==> src/rtl/bfm.sv <==
`default_nettype none
// ============================================================================
// Module   : bfm
// Purpose  : Registered two-operand unsigned adder with a fixed, parameterised
//            pipeline latency. It accepts one operand pair on every clock, has
//            no handshake, and drives its output only from registers.
// Revision : 1.0  initial release
// ----------------------------------------------------------------------------
// Parameters
//   WIDTH    operand and result width (default 8)
//   LATENCY  rising edges from operand sampling to res_o update, 1..8
//            (default 1)
// Ports
//   clk_i    in   1      clock; all state updates on the rising edge
//   reset_i  in   1      asynchronous reset, active-low (0 = in reset)
//   A_s      in   WIDTH  operand A, sampled every rising edge
//   B_s      in   WIDTH  operand B, sampled every rising edge
//   res_o    out  WIDTH  registered sum
// Configuration
//   BFM_SAT_EN  When this macro is defined, the stage-1 adder saturates to
//               all-ones when the sum does not fit in WIDTH bits. When it is
//               undefined, the adder wraps modulo 2^WIDTH. Ports and timing
//               are the same in both builds.
// ============================================================================
module bfm #(
  parameter int WIDTH   = 8,
  parameter int LATENCY = 1
) (
  input  logic             clk_i,
  input  logic             reset_i,
  input  logic [WIDTH-1:0] A_s,
  input  logic [WIDTH-1:0] B_s,
  output logic [WIDTH-1:0] res_o
);

  // Stage-1 adder
  logic [WIDTH-1:0] w_sum;

`ifdef BFM_SAT_EN
  // Widen by one bit so that the carry-out can select the clamp value.
  logic [WIDTH:0] w_sum_full;
  assign w_sum_full = {1'b0, A_s} + {1'b0, B_s};
  assign w_sum      = w_sum_full[WIDTH] ? {WIDTH{1'b1}} : w_sum_full[WIDTH-1:0];
`else
  // The carry-out is discarded, so the result wraps modulo 2^WIDTH.
  assign w_sum = A_s + B_s;
`endif

  // Stage 1 always exists. It is the output register when LATENCY is 1.
  logic [WIDTH-1:0] r_stage1;

  always_ff @(posedge clk_i or negedge reset_i) begin
    if (!reset_i) begin
      r_stage1 <= '0;
    end else begin
      r_stage1 <= w_sum;
    end
  end

  generate
    if (LATENCY <= 1) begin : g_lat1
      assign res_o = r_stage1;
    end else begin : g_latn
      // Delay line of LATENCY-1 stages after the adder. Reset clears every
      // stage, so any result still in flight is discarded and the pipeline
      // refills from zero after release.
      logic [WIDTH-1:0] r_dly [LATENCY-1];

      always_ff @(posedge clk_i or negedge reset_i) begin
        if (!reset_i) begin
          for (int k = 0; k < LATENCY - 1; k++) begin
            r_dly[k] <= '0;
          end
        end else begin
          r_dly[0] <= r_stage1;
          for (int k = 1; k < LATENCY - 1; k++) begin
            r_dly[k] <= r_dly[k-1];
          end
        end
      end

      assign res_o = r_dly[LATENCY-2];
    end
  endgenerate

endmodule
`default_nettype wire

==> config.mk <==
export PLATFORM = sky130hd
export DESIGN_NAME = bfm
export DESIGN_NICKNAME = d
export VERILOG_FILES = /design/src/rtl/bfm.sv
export SDC_FILE = /design/constraint.sdc
export NUM_CORES = 1
export LEC_CHECK = 0
export BUFFER_PORTS_ARGS = -buffer_cell sky130_fd_sc_hd__buf_2
export CAP_MARGIN = 30
export CORE_UTILIZATION = 41
export DETAILED_ROUTE_END_ITERATION = 7
export PLACE_DENSITY_LB_ADDON = 0.15
export SLEW_MARGIN = 20
export SYNTH_ARGS = -nofsm -noshare
export SYNTH_HDL_FRONTEND = slang
export SYNTH_SLANG_ARGS = --single-unit
==> constraint.sdc <==
create_clock -name clk_i -period 0.8 [get_ports clk_i]
set_input_delay 0.16 -clock clk_i [delete_from_list [all_inputs] [get_ports clk_i]]
set_output_delay 0.16 -clock clk_i [all_outputs]
set_load 0.01 [all_outputs]
# == Word level (Yosys, flattened, before mapping) ==
# Cells that the tools add are included.
# op_classes
addsub,1
# ops
operator,n
$add A8 B8 Y8,1
# word_totals
elab_cells,2
out_inout_bits,8
inputBits,18
register_bits,8

# == Depth between registers and ports, before layout ==
# logic_depth
ltp_word,1
mapped_depth,6

# == Worst setup path after synthesis ==
# Ideal clock, no wire load.
# synth_timing
path_type,input to register
startpoint,input port A_s[0]
endpoint,"register r_stage1[6], in the netlist res_o[6]"
arrival_time_ns,1.148
n_path_buf,0
setup_time_ns,0.144
slack_ns,-0.492
path_stages,6
cell_sequence,ha_1 -> inv_1 -> fa_1 -> nor2b_4 -> o31a_1 -> o311ai_1
# synth_via
elab_chain_cells,1
# synth_rtl
element,line_no,source
"start, declared",31,"input logic [WIDTH-1:0] A_s,"
$add A8 B8 Y8,46,assign w_sum = A_s + B_s;
net w_sum[6],37,logic [WIDTH-1:0] w_sum;
"end signal, assigned",56,r_stage1 <= w_sum;
"end, declared",50,logic [WIDTH-1:0] r_stage1;
# The timed path passes the listed nets, and every way through them passes these cells.

# == Final worst setup path ==
# layout_timing
startpoint,input port B_s[0]
endpoint,"register r_stage1[6], in the netlist res_o[6]"
# layout_via
elab_chain_cells,1
# layout_rtl
element,line_no,source
"start, declared",32,"input logic [WIDTH-1:0] B_s,"
$add A8 B8 Y8,46,
net w_sum[6],37,
# The timed path passes the listed nets, and every way through them passes these cells.

==> reports/summary.md <==
Flow run
• number of max-capacitance violations reported: 0

Synth
• cells taking the most area after synthesis: sky130_fd_sc_hd__dfrtp_1 (38%), sky130_fd_sc_hd__ha_1 (16%), sky130_fd_sc_hd__a21oi_1 (4.7%), sky130_fd_sc_hd__o211ai_1 (4.2%), sky130_fd_sc_hd__fa_1 (3.8%)
• top cells by count, synth: sky130_fd_sc_hd__dfrtp_1 (8), sky130_fd_sc_hd__ha_1 (7), sky130_fd_sc_hd__a21oi_1 (5), sky130_fd_sc_hd__inv_1 (5), sky130_fd_sc_hd__o211ai_1 (3)
• Post-Syn Area per Cell: 10.6 sq um
• Yosys top cell area share: 37.6%
• cell area after synthesis: 532 sq um
• Post-Syn Nets: 76
• part of the Yosys area used for sequential elements: 37.6%
• count of mapped cells out of synthesis: 50
• Synth cell types: 24
• Synth warnings: 0
• async set-reset flop share out of synthesis: 100%
• most used flip-flop cell after synthesis: sky130_fd_sc_hd__dfrtp_1
• number of register bits inferred by synthesis: 8
• most common cell in the synthesized netlist: sky130_fd_sc_hd__dfrtp_1
• count of flip-flops with a built-in enable after synthesis: 0
• cell accounting for the most synthesized area: sky130_fd_sc_hd__dfrtp_1

Die
• floorplan core area: 1160 sq um
• Die Width: 38.0 um
• Vert. Die Dim: 38.0 um
• Site Rows: 12
• effective utilization at floorplan: 46.0%
• IO Count: 26
• Die Outline Area: 1450 sq um

Power and ir drop
• leakage power total: 0.436 nW
• Max rail drop VDD: 0.659 mV
• pwr/cell area: 1470 nW/um^2
• PnR Total Power: 1.35 mW

Finish
• diode insertion count for antenna repair: 0
• final instance count without filler cells: 104
• flip-flop count of the largest register, all copies and words added: 8
• area delta synth->final: 72.7%
• fraction of layout cells with a size suffix above 1: 63.3%
• Layout Nets: 118

Critical path
• endpoint type of the worst setup path: flip-flop
• category of the worst setup path launch point: input pin
• kind of critical path: in2reg
• CP Buf/Inv Count: 2
• cell family contributing the most delay on the critical path: adder cells
• CP max FO: 3
• data arrival time at the worst-slack endpoint: 1.18 ns
• Worst Path Required: 0.91 ns
• cells along the critical path: buf_6 -> ha_4 -> inv_2 -> fa_2 -> nor2b_4 -> o31a_1 -> o311ai_2
• Crit-path slowest cell: sky130_fd_sc_hd__fa_2
• peak per-stage delay on the critical path: 0.38 ns

Clocking
• number of sinks on the clock net: 8
• clock tree from TritonCTS: built
• number of buffers created by CTS: 3
• clock transition time at the flip-flop clock pins of the worst setup and hold paths: 0.05 ns
• root buffer cell: sky130_fd_sc_hd__clkbuf_4
• maximum level of the CTS H-tree: 1
• Clock Tree Buf Depth: 2

GRT
• most congested layer reported by global routing: met2
• global routing met2 resource utilization: 29.7%
• global-route wire length before repair: 1810 um
• vias in the first global route: 473
• total global routing overflow: 0
• initial antenna violation count: 0
• global-route total usage across every layer: 18.0%
• met3 routing resource usage after global routing: 5.23%
• maximum number of pins on one net before global-route repair: 9
• met1 usage in global routing: 19.9%

Timing
• portion of the clock cycle consumed by the worst path in the final layout: 134%
• Finish-stage setup viols: 14
• setup repair after global routing missed its margin: true
• Pins Over Slew Limit: 0
• transition time at the pin with the least slew margin: 0.371 ns
• minimum setup slack in the final design: -0.270 ns
• Max Clk Rate: 935 MHz
• Slew Limit Headroom: 75.1%
• Fin. Hold Viols: 0
• Final Critical Period: 1.07 ns

Routing
• via count: 525
• first-iteration detailed-routing DRC count: 4
• First-pass DRT Iterations: 4
• Post-DRT Antenna Nets: 0
• Routed Wire Length: 1220 um
• via-per-instance ratio: 5.05
• post-DR wirelength/cell: 11.8 um
• Remaining DRCs: 0

Worst hold path
• Tightest Hold Check Type: in2reg

Outcome
• violated checks: negative setup slack
• outcome: finished, violations left

Placed design
• DP HPWL: 906 um
• number of placed cells counting well taps: 98
• final weighted congestion in routability-driven placement: 0.758
• post-placement worst setup slack: -0.602 ns
• Port Buffers: 25

what timing repair did:
item	4_1_cts	5_1_grt
setup endpoints to repair	15	15
hold endpoints to repair	8	0
hold buffers	1	0
pin swaps	4	8
setup buffers	2	1
resized for setup	11	14
cell families after synthesis:
group / count (synthesis) / synth area share [%]
xor+xnor: 4 / 6.59
compound gates: 18 / 23.3
flops: 8 / 37.6
simple gates: 7 / 8.71
buf+inv: 5 / 3.53
fa+ha+maj: 8 / 20.2
per-stage QoR:
stage / utilization [%] / setup TNS, ns / instance area [sq um] / hold WS (ns)
6_report: 79.4 / -1.76 / 918 / 0.124
5_1_grt: 79.4 / -2.17 / 918 / 0.110
4_1_cts: 74.0 / -1.85 / 856 / 0.118
3_5_place_dp: 65.5 / -3.24 / 757 / 0.00486
3_3_place_gp: 65.5 / -3.17 / 757 / 0.00214
2_1_floorplan: - / -1.88 / 547 / -0.136
final timing paths:
kind	startpoint	cells past startpoint	slack, ns	end
worst max-delay path	B_s[0]	7	-0.27	res_o[6]$_DFF_PN0_
worst min-delay path	A_s[0]	2	0.12	res_o[0]$_DFF_PN0_
max in group asynchronous	reset_i	2	0.37	res_o[0]$_DFF_PN0_
min in group asynchronous	reset_i	2	0.27	res_o[5]$_DFF_PN0_
final cells by class:
| cell class | count | area (sq um) |
|---|---|---|
| Fill cell | 70 | 238 |
| Timing Repair Buffer | 37 | 263 |
| Clock buffer | 3 | 22.5 |
| Sequential cell | 8 | 200 |
| Multi-Input combinational cell | 37 | 397 |
| Tap cell | 14 | 17.5 |
| Inverter | 5 | 18.8 |
power breakdown:
group	internal (mW)	total, mW	switching (mW)
combinational	0.309	0.578	0.268
clock	0.170	0.288	0.118
sequential	0.474	0.488	0.0143
placed cells by master, fill, tap and decap left out:
cell                            Yosys  routed
sky130_fd_sc_hd__a211oi_2           0       1
sky130_fd_sc_hd__a21o_1             1       1
sky130_fd_sc_hd__a21oi_1            5       2
sky130_fd_sc_hd__a21oi_2            0       3
sky130_fd_sc_hd__a221oi_2           0       1
sky130_fd_sc_hd__buf_2              0      19
sky130_fd_sc_hd__buf_4              0       9
sky130_fd_sc_hd__buf_6              0       8
sky130_fd_sc_hd__clkbuf_4           0       3
sky130_fd_sc_hd__dfrtp_1            8       8
sky130_fd_sc_hd__dlygate4sd3_1      0       1
sky130_fd_sc_hd__fa_2               0       1
sky130_fd_sc_hd__ha_1               7       3
sky130_fd_sc_hd__ha_2               0       1
sky130_fd_sc_hd__ha_4               0       3
sky130_fd_sc_hd__inv_1              5       1
sky130_fd_sc_hd__inv_2              0       4
sky130_fd_sc_hd__nand2_1            1       1
sky130_fd_sc_hd__nand2b_1           1       1
sky130_fd_sc_hd__nor2_1             1       1
sky130_fd_sc_hd__nor2b_1            1       1
sky130_fd_sc_hd__nor2b_4            1       1
sky130_fd_sc_hd__nor3_1             1       1
sky130_fd_sc_hd__nor3b_1            1       1
sky130_fd_sc_hd__o211ai_1           3       3
sky130_fd_sc_hd__o21a_1             1       1
sky130_fd_sc_hd__o21ai_0            2       1
sky130_fd_sc_hd__o21ai_2            0       1
sky130_fd_sc_hd__o2bb2ai_1          1       1
sky130_fd_sc_hd__o311ai_1           1       1
sky130_fd_sc_hd__o311ai_2           0       1
sky130_fd_sc_hd__o31a_1             1       1
sky130_fd_sc_hd__xnor2_1            2       1
sky130_fd_sc_hd__xnor2_2            0       1
sky130_fd_sc_hd__xor2_1             2       2
metal layers:
metal,vias up,routed length (um)
met5,-,0
met4,0,34
met3,4,70
met2,24,577
met1,232,541
li1,265,-
Power figures use the tool's default switching activity.
